$ cat src/rtl/imm_gen_if.sv
// Fetch-to-decode handshake bundle for imm_gen_pipe: instruction push side and
// decoded-record pop side. master = testbench/fetch+consumer, slave = the pipe.
interface imm_gen_if #(
  parameter int unsigned XLEN = 32
);
  logic            in_valid;
  logic            in_ready;
  logic [31:0]     instr_word;
  logic            out_valid;
  logic            out_ready;
  logic [XLEN-1:0] imm;
  logic [4:0]      rd;
  logic [4:0]      rs1;
  logic [4:0]      rs2;
  logic [2:0]      fmt;
  logic            err;
  logic [7:0]      err_cnt;

  modport master (
    output in_valid, instr_word, out_ready,
    input  in_ready, out_valid, imm, rd, rs1, rs2, fmt, err, err_cnt
  );

  modport slave (
    input  in_valid, instr_word, out_ready,
    output in_ready, out_valid, imm, rd, rs1, rs2, fmt, err, err_cnt
  );
endinterface

$ cat src/rtl/imm_gen_pipe.sv
// RISC-V immediate generator / field extractor behind a 2-entry valid/ready buffer.
// Optional IMM_GEN_ERR_EN: flag illegal opcodes (fmt=7, err=1) and count them.
module imm_gen_pipe #(
  parameter int unsigned XLEN = 32
) (
  input  logic     clk,
  input  logic     rst_n,
  input  logic     flush,
  imm_gen_if.slave bus
);
  localparam int unsigned REG_W  = 5;
  localparam int unsigned FMT_W  = 3;
  localparam int unsigned ERRC_W = 8;

  localparam logic [FMT_W-1:0] FMT_R   = 3'd0;
  localparam logic [FMT_W-1:0] FMT_I   = 3'd1;
  localparam logic [FMT_W-1:0] FMT_S   = 3'd2;
  localparam logic [FMT_W-1:0] FMT_B   = 3'd3;
  localparam logic [FMT_W-1:0] FMT_U   = 3'd4;
  localparam logic [FMT_W-1:0] FMT_J   = 3'd5;
  localparam logic [FMT_W-1:0] FMT_ILL = 3'd7;

  typedef struct packed {
    logic [XLEN-1:0]  imm;
    logic [REG_W-1:0] rd;
    logic [REG_W-1:0] rs1;
    logic [REG_W-1:0] rs2;
    logic [FMT_W-1:0] fmt;
    logic             err;
  } dec_t;

  // Buffer occupancy; encodings equal the entry count.
  typedef enum logic [1:0] {
    ST_EMPTY = 2'd0,
    ST_ONE   = 2'd1,
    ST_FULL  = 2'd2
  } state_t;

  state_t           r_state;
  state_t           w_state_nxt;
  dec_t             r_head;
  dec_t             r_tail;
  dec_t             w_dec;
  logic [FMT_W-1:0] w_kind;
  logic [31:0]      w_imm32;
  logic [31:0]      w_instr;
  logic             w_push;
  logic             w_pop;
  logic             w_load_head;
  logic             w_shift_tail;
  logic             w_load_tail;

  assign w_instr = bus.instr_word;

  // Combinational decode of the incoming instruction word.
  always_comb begin
    w_kind  = FMT_ILL;
    w_imm32 = '0;
    w_dec   = '0;
    case (w_instr[6:0])
      7'b0010011, 7'b0000011, 7'b1100111,
      7'b1110011, 7'b0001111: w_kind = FMT_I;
      7'b0011011:             w_kind = (XLEN == 64) ? FMT_I : FMT_ILL;
      7'b0100011:             w_kind = FMT_S;
      7'b1100011:             w_kind = FMT_B;
      7'b0110111, 7'b0010111: w_kind = FMT_U;
      7'b1101111:             w_kind = FMT_J;
      7'b0110011:             w_kind = FMT_R;
      7'b0111011:             w_kind = (XLEN == 64) ? FMT_R : FMT_ILL;
      default:                w_kind = FMT_ILL;
    endcase
`ifndef IMM_GEN_ERR_EN
    if (w_kind == FMT_ILL) w_kind = FMT_R;
`endif
    w_dec.fmt = w_kind;
    case (w_kind)
      FMT_R: begin
        w_dec.rd  = w_instr[11:7];
        w_dec.rs1 = w_instr[19:15];
        w_dec.rs2 = w_instr[24:20];
      end
      FMT_I: begin
        w_imm32   = 32'($signed(w_instr[31:20]));
        w_dec.rd  = w_instr[11:7];
        w_dec.rs1 = w_instr[19:15];
      end
      FMT_S: begin
        w_imm32   = 32'($signed({w_instr[31:25], w_instr[11:7]}));
        w_dec.rs1 = w_instr[19:15];
        w_dec.rs2 = w_instr[24:20];
      end
      FMT_B: begin
        w_imm32   = 32'($signed({w_instr[31], w_instr[7], w_instr[30:25],
                                 w_instr[11:8], 1'b0}));
        w_dec.rs1 = w_instr[19:15];
        w_dec.rs2 = w_instr[24:20];
      end
      FMT_U: begin
        w_imm32  = {w_instr[31:12], 12'b0};
        w_dec.rd = w_instr[11:7];
      end
      FMT_J: begin
        w_imm32  = 32'($signed({w_instr[31], w_instr[19:12], w_instr[20],
                                w_instr[30:21], 1'b0}));
        w_dec.rd = w_instr[11:7];
      end
      default: begin
`ifdef IMM_GEN_ERR_EN
        w_dec.err = 1'b1;
`endif
      end
    endcase
    w_dec.imm = XLEN'($signed(w_imm32));
  end

  assign bus.in_ready  = (r_state != ST_FULL) & rst_n;
  assign bus.out_valid = (r_state != ST_EMPTY);

  // flush wins over both handshakes, so a same-cycle push is dropped.
  assign w_push = bus.in_valid & bus.in_ready & ~flush;
  assign w_pop  = bus.out_valid & bus.out_ready & ~flush;

  // Occupancy next-state and data-movement strobes.
  always_comb begin
    w_state_nxt  = r_state;
    w_load_head  = 1'b0;
    w_shift_tail = 1'b0;
    w_load_tail  = 1'b0;
    if (flush) begin
      w_state_nxt = ST_EMPTY;
    end else begin
      case (r_state)
        ST_EMPTY: begin
          if (w_push) begin
            w_load_head = 1'b1;
            w_state_nxt = ST_ONE;
          end
        end
        ST_ONE: begin
          if (w_push && w_pop) begin
            w_load_head = 1'b1;
          end else if (w_push) begin
            w_load_tail = 1'b1;
            w_state_nxt = ST_FULL;
          end else if (w_pop) begin
            w_state_nxt = ST_EMPTY;
          end
        end
        ST_FULL: begin
          if (w_pop) begin
            w_shift_tail = 1'b1;
            w_state_nxt  = ST_ONE;
          end
        end
        default: w_state_nxt = ST_EMPTY;
      endcase
    end
  end

  always_ff @(posedge clk or negedge rst_n) begin
    if (!rst_n) begin
      r_state <= ST_EMPTY;
    end else begin
      r_state <= w_state_nxt;
    end
  end

  // Head register drives the outputs directly; tail only holds the second entry.
  always_ff @(posedge clk or negedge rst_n) begin
    if (!rst_n) begin
      r_head <= '0;
      r_tail <= '0;
    end else begin
      if (w_load_head) begin
        r_head <= w_dec;
      end else if (w_shift_tail) begin
        r_head <= r_tail;
      end
      if (w_load_tail) begin
        r_tail <= w_dec;
      end
    end
  end

  assign bus.imm = r_head.imm;
  assign bus.rd  = r_head.rd;
  assign bus.rs1 = r_head.rs1;
  assign bus.rs2 = r_head.rs2;
  assign bus.fmt = r_head.fmt;
  assign bus.err = r_head.err;

`ifdef IMM_GEN_ERR_EN
  logic [ERRC_W-1:0] r_err_cnt;

  // Saturating count of accepted illegal entries; survives flush.
  always_ff @(posedge clk or negedge rst_n) begin
    if (!rst_n) begin
      r_err_cnt <= '0;
    end else if (w_push && w_dec.err && (r_err_cnt != {ERRC_W{1'b1}})) begin
      r_err_cnt <= r_err_cnt + ERRC_W'(1);
    end
  end

  assign bus.err_cnt = r_err_cnt;
`else
  assign bus.err_cnt = ERRC_W'(0);
`endif
endmodule

$ cat src/flat_wrapper.sv
// flat-port wrapper written by rule: the top's interface ports become plain ports
module imm_gen_pipe_flat 
#(
  parameter int unsigned XLEN = 32
)
  (clk, rst_n, flush, bus_in_valid, bus_instr_word, bus_out_ready, bus_in_ready, bus_out_valid, bus_imm, bus_rd, bus_rs1, bus_rs2, bus_fmt, bus_err, bus_err_cnt);
  imm_gen_if #(.XLEN(XLEN)) bus_i ();
  input  logic clk;
  input  logic rst_n;
  input  logic flush;
  input wire logic [$bits(bus_i.in_valid)-1:0] bus_in_valid;
  input wire logic [$bits(bus_i.instr_word)-1:0] bus_instr_word;
  input wire logic [$bits(bus_i.out_ready)-1:0] bus_out_ready;
  output wire logic [$bits(bus_i.in_ready)-1:0] bus_in_ready;
  output wire logic [$bits(bus_i.out_valid)-1:0] bus_out_valid;
  output wire logic [$bits(bus_i.imm)-1:0] bus_imm;
  output wire logic [$bits(bus_i.rd)-1:0] bus_rd;
  output wire logic [$bits(bus_i.rs1)-1:0] bus_rs1;
  output wire logic [$bits(bus_i.rs2)-1:0] bus_rs2;
  output wire logic [$bits(bus_i.fmt)-1:0] bus_fmt;
  output wire logic [$bits(bus_i.err)-1:0] bus_err;
  output wire logic [$bits(bus_i.err_cnt)-1:0] bus_err_cnt;
  assign bus_i.in_valid = bus_in_valid;
  assign bus_i.instr_word = bus_instr_word;
  assign bus_i.out_ready = bus_out_ready;
  assign bus_in_ready = bus_i.in_ready;
  assign bus_out_valid = bus_i.out_valid;
  assign bus_imm = bus_i.imm;
  assign bus_rd = bus_i.rd;
  assign bus_rs1 = bus_i.rs1;
  assign bus_rs2 = bus_i.rs2;
  assign bus_fmt = bus_i.fmt;
  assign bus_err = bus_i.err;
  assign bus_err_cnt = bus_i.err_cnt;
  imm_gen_pipe #(.XLEN(XLEN)) u_core (.clk(clk), .rst_n(rst_n), .flush(flush), .bus(bus_i));
endmodule
$ cat config.mk
export PLATFORM = sky130hd
export DESIGN_NAME = imm_gen_pipe_flat
export DESIGN_NICKNAME = d
export VERILOG_FILES = /design/src/rtl/imm_gen_if.sv /design/src/rtl/imm_gen_pipe.sv /design/src/flat_wrapper.sv
export SDC_FILE = /design/constraint.sdc
export NUM_CORES = 1
export LEC_CHECK = 0
export BUFFER_PORTS_ARGS = -buffer_cell sky130_fd_sc_hd__clkbuf_2
export CAP_MARGIN = 10
export CORE_ASPECT_RATIO = 0.7
export CORE_MARGIN = 3
export CORE_UTILIZATION = 35
export DETAILED_ROUTE_END_ITERATION = 12
export PLACE_DENSITY_LB_ADDON = 0.05
export SLEW_MARGIN = 20
export SYNTH_ARGS = -nofsm -noshare
export SYNTH_HDL_FRONTEND = slang
export SYNTH_SLANG_ARGS = --single-unit
$ cat constraint.sdc
create_clock -name clk -period 2.23 [get_ports clk]
set_clock_uncertainty 0.1 [all_clocks]
set_input_delay 0.446 -clock clk [delete_from_list [all_inputs] [get_ports clk]]
set_output_delay 0.446 -clock clk [all_outputs]
set_load 0.05 [all_outputs]
==> summary.md, run 1 <==
| Metric | Value |
|---|---|
| Antenna-violating nets left | 0 |
| Die height | 105 µm |
| First-pass detailed-route iteration total | 7 |
| Status | finished clean |
| Setup Fix Bufs, Post-CTS | 0 |
| Fin crit period | 2.09 ns |
| GRT Util Overall | 0.192 |
| Number of synthesized register bits | 102 |
| Longest Clk Path Bufs | 2 |
| Initial Util | 0.365 |
| Largest net degree at the start of global routing | 52 |
| Pwr Total | 4.69 mW |
| Worst-path clk slew | 0.08 ns |
| Clk_lat worst skew | 0.35 ns |
| Die Footprint | 15500 µm² |
| DR vias | 4225 |
| Pins Over Slew Limit | 0 |
| Ratio of cells with drive above 1 in the final layout | 0.331 |
| Synthesized area | 4910 µm² |
| Final Non-Filler Cells | 750 |
| Final WS setup | 0.144 ns |
| DP Cell Count | 734 |
| Crit Path Class | reg -> reg |
| Nets@finish | 597 |
| Diode count | 0 |
| Via/cell ratio | 5.63 |
| Post-synth top area share | 0.520 |
| DRT iter0 DRCs | 361 |
| Final hold vios | 0 |
| Clk root buf | clkbuf_16 |
| VDD IR max | 0.000334 V |
| Critical path arrival | 2.27 ns |
| Synth-to-Final Area Change | 25.8% |
| Area contributors post-synth | dfrtp_1 (52%), a22o_1 (4.8%), nand2_1 (4.4%) |
| DR WL/cell | 19.4 µm |
| Die X | 148 µm |
| Critical path fanouts, max | 21 |
| Most used DFF post-synth | dfrtp_1 |
| Synth Area per Inst | 11.0 µm² |
| Setup TNS | 0 ns |
| Num Clock Sinks | 102 |
| Pwr Density | 759 nW/µm² |
| Unrepaired setup endpoints after global routing | false |
| CTS tree | built |
| Placer Congestion | 0.840 |
| Vias in the first global route | 4109 |
| Static Leak | 2.99 nW |
| Core ar. | 13400 µm² |
| Critical path endpoint category | register |
| Synth Instances | 445 |
| Worst Hold Class | in -> async |
| H-tree levels | 3 |
| Pre-CTS setup slack | -0.0942 ns |
| Setup Viol. Count Final | 0 |
| Period utilization | 0.936 |
| Worst Tran Pin Value | 1.05 ns |
| Share of synthesized flip-flops with an asynchronous set or reset | 1.00 |
| Hold_ws | 0.110 ns |
| Post-synth EDFFs | 0 |
| Setup crit start kind | register |
| Hold buffers post-CTS | 0 |
| Placement Rows | 35 |
| Drt total wl | 14.6 mm |
| DRC Markers | 0 |
| Synth cell types | 62 |
| Synth Warn # | 0 |
| I/O Pins | 98 |
| Synth area leader | dfrtp_1 |
| Fmax | 479 MHz |
| Grt ovf | 0 |
| Port Buffer Count | 88 |
| Max-slew headroom | 0.299 |
| Num CTS Buffers | 9 |
| Seq/Total Area, Yosys | 0.520 |
| Max cap viols | 0 |
| WP data required | 2.41 ns |
| Initial antenna violation count | 0 |
| DP HPWL | 10.1 mm |
| Resized Gates After CTS | 0 |
| First-pass GRT wire length | 23.8 mm |
## state kept, by name, summed over array words and instances, names as in the netlist
signal and count:
u_core.r_tail 50, u_core.bus.imm 32, u_core.r_state 2, u_core.bus.rs2 5
u_core.bus.rs1 5, u_core.bus.rd 5, u_core.bus.fmt 3
## cell usage after synthesis, types with 2 or more instances
cell,count
a211oi_1,3
o211ai_1,10
a21o_1,13
buf_2,9
a221o_1,12
nand2b_1,2
a222oi_1,11
buf_6,3
mux2_2,2
o21ai_0,23
a22oi_1,9
nand4bb_1,2
a211o_1,3
a31oi_4,2
nor4_1,3
buf_1,3
a2111oi_0,2
inv_1,8
nand2_1,57
nor2_1,16
buf_4,11
mux2i_1,12
nor2b_1,3
a32oi_1,11
and2_1,5
a221oi_1,3
dfrtp_1,102
nor3_1,6
a21oi_1,3
clkbuf_1,18
a221o_2,10
a22o_1,27
a31oi_1,3
nand3_1,10
## path summary, 6_finish.rpt
check | start | to | slack (ns) | cells after the start
min | rst_n | u_core.r_state[1]$_DFFE_PN0P_ | 0.11 | 3
max in group asynchronous | rst_n | u_core.r_tail[21]$_DFFE_PN0P_ | 0.81 | 4
min reg2reg | u_core.r_tail[15]$_DFFE_PN0P_ | u_core.bus.rd[1]$_DFFE_PN0P_ | 0.38 | 2
max reg2reg | u_core.r_state[1]$_DFFE_PN0P_ | u_core.bus.imm[30]$_DFFE_PN0P_ | 0.14 | 7
min in group clk | bus_instr_word[12] | u_core.r_tail[31]$_DFFE_PN0P_ | 0.24 | 2
max | u_core.r_state[1]$_DFFE_PN0P_ | u_core.bus.imm[30]$_DFFE_PN0P_ | 0.14 | 7
## cells by family after synthesis
family                 Yosys count  synth area share
AO/OA/AOI/OAI                  157             0.275
AND/OR/NAND/NOR                118             0.119
flip-flops                     102             0.520
buffers and inverters           52            0.0550
multiplexers                    14            0.0291
XOR/XNOR                         1           0.00178
other                            1          0.000764
## area by class of cell
cell class	count	area, µm²
inverters	8	30.0
fillers	1300	7270
multi-input cells	299	2150
clock buffers	9	225
repair buffers	140	891
well taps	185	231
clock inverters	7	92.6
flip-flops and latches	102	2550
## stage by stage
step | instance area [µm²] | util
2_1_floorplan | 4940 | -
3_3_place_gp | 5850 | 0.435
3_5_place_dp | 5850 | 0.435
4_1_cts | 6170 | 0.459
5_1_grt | 6180 | 0.459
6_report | 6180 | 0.459
## layout by cell type (no fill, tap or decap), types with 3 or more instances in the layout
| cell type | n |
|---|---|
| dfrtp_1 | 102 |
| nor2_1 | 15 |
| o21ai_0 | 23 |
| mux2i_1 | 12 |
| o211ai_1 | 10 |
| a32oi_1 | 11 |
| a21o_1 | 13 |
| a221o_2 | 10 |
| buf_12 | 4 |
| nand3_1 | 10 |
| a222oi_1 | 11 |
| conb_1 | 9 |
| nor2b_1 | 3 |
| nand2_1 | 56 |
| a221o_1 | 12 |
| a22o_1 | 27 |
| a31oi_1 | 3 |
| a211oi_1 | 3 |
| a221oi_1 | 3 |
| clkbuf_16 | 9 |
| and2_1 | 5 |
| buf_4 | 47 |
| a22oi_1 | 9 |
| clkbuf_2 | 87 |
| inv_1 | 8 |
| nor3_1 | 6 |
| a211o_1 | 3 |
## layer usage
metal,vias up,GRT usage,routed length (µm)
met4,0,0.0299,74
met3,9,0.0390,888
met5,-,0,0
met2,141,0.269,6150
li1,1924,-,-
met1,2151,0.308,7460
## critical path: stages (launching register included)
cell       delay, ns
dfrtp_1         0.40
buf_4           0.15
nand4bb_1       0.44
nor2_2          0.30
buf_12          0.20
o311ai_1        0.12
buf_4           0.20
nand2_1         0.08
## where the power goes
part	leakage (nW)	internal (mW)	total (mW)	switching (mW)
sequential	1.38	2.01	2.10	0.0987
clock	0.148	0.899	1.68	0.776
combinational	1.46	0.274	0.906	0.633
Power figures use the tool's default switching activity.
==> run 2: changes to the inputs <==
--- a/config.mk
+++ b/config.mk
@@ -9,7 +9,7 @@
 export CAP_MARGIN = 10
 export CORE_ASPECT_RATIO = 0.7
 export CORE_MARGIN = 3
-export CORE_UTILIZATION = 35
+export CORE_UTILIZATION = 29
 export DETAILED_ROUTE_END_ITERATION = 12
 export PLACE_DENSITY_LB_ADDON = 0.05
 export SLEW_MARGIN = 20
==> constraint.sdc (replaced) <==
create_clock -name clk -period 2.3 [get_ports clk]
set_clock_uncertainty 0.1 [all_clocks]
set_input_delay 0.46 -clock clk [delete_from_list [all_inputs] [get_ports clk]]
set_output_delay 0.46 -clock clk [all_outputs]
set_load 0.05 [all_outputs]
==> run 2 against run 1 <==
  * Sequential share of layout area fell by 0.29 points
  * Critical path depth shrank 3
  * Combinational power fell by 2.5%
  * Clock power shrank 4%
  * Via count fell by 1.9%
  * Critical path type is now reg -> out
  * Largest cell class unchanged
==> summary.md, run 2 (synthesis results as in run 1) <==
| Metric | Value |
|---|---|
| Final WS setup | 0.216 ns (was 0.144 ns) |
| Static Leak | 3.00 nW (was 2.99 nW) |
| Reg-to-reg setup timing slack | 0.24 ns (was 0.14 ns) |
| Register-to-Register Path Depth | 6 (was 7) |
| I/O Pins | 98 (unchanged) |
| Pwr Density | 729 nW/µm² (was 759 nW/µm²) |
| Clk network pwr share | 0.355 (was 0.357) |
| Worst reg2reg startpoint | u_core.r_state[1]$_DFFE_PN0P_ (unchanged) |
| DP HPWL | 10.8 mm (was 10.1 mm) |
| Max-slew headroom | 0.543 (was 0.299) |
| Worst-path clk slew | 0.08 ns (about the same) |
| P_int | 3.08 mW (was 3.18 mW) |
| DRC Markers | 0 (unchanged) |
| Hold buffers post-CTS | 0 (unchanged) |
| Num CTS Buffers | 9 (unchanged) |
| Sequential fraction of design power | 0.450 (was 0.449) |
| Grt ovf | 0 (unchanged) |
| Num Clock Sinks | 102 (unchanged) |
| Fmax | 480 MHz |
| First-pass detailed-route iteration total | 5 (was 7) |
| Setup TNS | 0 ns (unchanged) |
| Period utilization | 0.906 |
| Final hold vios | 0 (unchanged) |
| DR WL/cell | 19.4 µm (about the same) |
| Diode count | 0 (unchanged) |
| GRT Util Overall | 0.171 (was 0.192) |
| Max cap viols | 0 (unchanged) |
| DP Cell Count | 773 (was 734) |
| Clk root buf | clkbuf_16 (unchanged) |
| Setup Fix Bufs, Post-CTS | 0 (unchanged) |
| Resized Gates After CTS | 0 (unchanged) |
| Critical path endpoint category | output port (was register) |
| Initial Util | 0.299 (was 0.365) |
| Initial antenna violation count | 0 (unchanged) |
| Die X | 162 µm (was 148 µm) |
| Nets@finish | 596 (was 597) |
| Logic pwr share | 0.195 (was 0.193) |
| Worst Hold Class | in -> async (unchanged) |
| Ratio of cells with drive above 1 in the final layout | 0.328 (was 0.331) |
| Die Footprint | 18600 µm² (was 15500 µm²) |
| Placer Congestion | 0.803 (was 0.840) |
| Worst R2R End | u_core.r_tail[20]$_DFFE_PN0P_ (was u_core.bus.imm[30]$_DFFE_PN0P_) |
| Largest Register | u_core.r_tail (unchanged) |
| Via/cell ratio | 5.25 (was 5.63) |
| Vias in the first global route | 4235 (was 4109) |
| Status | finished clean (unchanged) |
| Highest-count cells in the layout ignoring fill and taps | dfrtp_1 (102), clkbuf_2 (86), nand2_1 (56) (was dfrtp_1 (102), clkbuf_2 (87), nand2_1 (56)) |
| Unrepaired setup endpoints after global routing | false (unchanged) |
| NetSw | 1.46 mW (was 1.51 mW) |
| Placement Rows | 39 (was 35) |
| VDD IR max | 0.000302 V (was 0.000334 V) |
| Largest net degree at the start of global routing | 51 (was 52) |
| Synth-to-Final Area Change | 26.7% (was 25.8%) |
| Antenna-violating nets left | 0 (unchanged) |
| Sw Share | 0.322 (about the same) |
| Drt total wl | 15.3 mm (was 14.6 mm) |
| Commonest non-fill, non-tap cell in the layout | dfrtp_1 (unchanged) |
| H-tree levels | 3 (unchanged) |
| Final Non-Filler Cells | 789 (was 750) |
| Pins Over Slew Limit | 0 (unchanged) |
| Critical path arrival | 1.52 ns (was 2.27 ns) |
| Setup crit start kind | register (unchanged) |
| DR vias | 4143 (was 4225) |
| Util after Layout | 0.378 (was 0.459) |
| DRT iter0 DRCs | 265 (was 361) |
| Pre-CTS setup slack | -0.146 ns (was -0.0942 ns) |
| Worst Tran Pin Value | 0.684 ns (was 1.05 ns) |
| Setup Viol. Count Final | 0 (unchanged) |
| WP data required | 1.74 ns (was 2.41 ns) |
| Largest register FFs | 50 (unchanged) |
| First-pass GRT wire length | 24.5 mm (was 23.8 mm) |
| CTS tree | built (unchanged) |
| Die height | 115 µm (was 105 µm) |
| Critical path fanouts, max | 3 (was 21) |
| Crit Path Class | reg -> out (was reg -> reg) |
| Clk_lat worst skew | 0.36 ns (was 0.35 ns) |
| Fin crit period | 2.08 ns |
| Port Buffer Count | 88 (unchanged) |
| Core ar. | 16400 µm² (was 13400 µm²) |
| Longest Clk Path Bufs | 2 (unchanged) |
==> run 2: through the flow <==
step / cell area (µm²) / power, mW / hold slack [ns]
floorplan: 4940 / 2.65 / 0.0644
global placement: 5890 / 2.96 / 0.357
detailed placement: 5920 / 2.97 / 0.355
CTS: 6220 / 4.60 / 0.0318
global route: 6220 / 4.75 / 0.0471
finish: 6220 / 4.54 / 0.0376
==> run 2: layout make-up <==
| class | instances | area, µm² |
|---|---|---|
| repair buffers | 139 | 898 |
| clock buffers | 10 | 229 |
| inverters | 8 | 30.0 |
| fillers | 1688 | 10200 |
| clock inverters | 6 | 75.1 |
| multi-input cells | 299 | 2150 |
| flip-flops and latches | 102 | 2550 |
| well taps | 225 | 282 |
==> run 2: worst max path at each step <==
stage	depth (start not counted)	start	slack (ns)	to
6_report	4	u_core.r_state[0]$_DFFE_PN0P_	0.22	bus_in_ready
2_1_floorplan	1	rst_n	0.14	bus_in_ready
5_1_grt	6	u_core.r_state[1]$_DFFE_PN0P_	0.09	u_core.r_tail[21]$_DFFE_PN0P_
3_5_place_dp	7	rst_n	-0.15	u_core.r_tail[20]$_DFFE_PN0P_
3_3_place_gp	7	rst_n	-0.10	u_core.r_tail[20]$_DFFE_PN0P_
4_1_cts	4	u_core.r_state[0]$_DFFE_PN0P_	0.17	bus_in_ready
==> run 2: worst max-delay path: stages, from the launching register on <==
cell and delay, ns:
dfrtp_1 0.42, buf_4 0.14, inv_1 0.05, a21boi_0 0.36, buf_12 0.19
==> run 2: layer usage <==
metal  up-vias  GRT usage  wire, µm
li1       1924          -         -
met1      2086      0.252      7940
met2       125      0.250      6440
met3         8     0.0457       843
met4         0     0.0441       103
met5         -          0         0
==> run 2: power by group through the flow <==
stage	logic (mW)	clock network, mW	registers (mW)
after CTS	0.894	1.66	2.04
final	0.883	1.61	2.04
after detailed placement	0.891	0	2.08
after global placement	0.882	0	2.07
after global routing	0.954	1.74	2.06
after floorplan	0.313	0	2.34
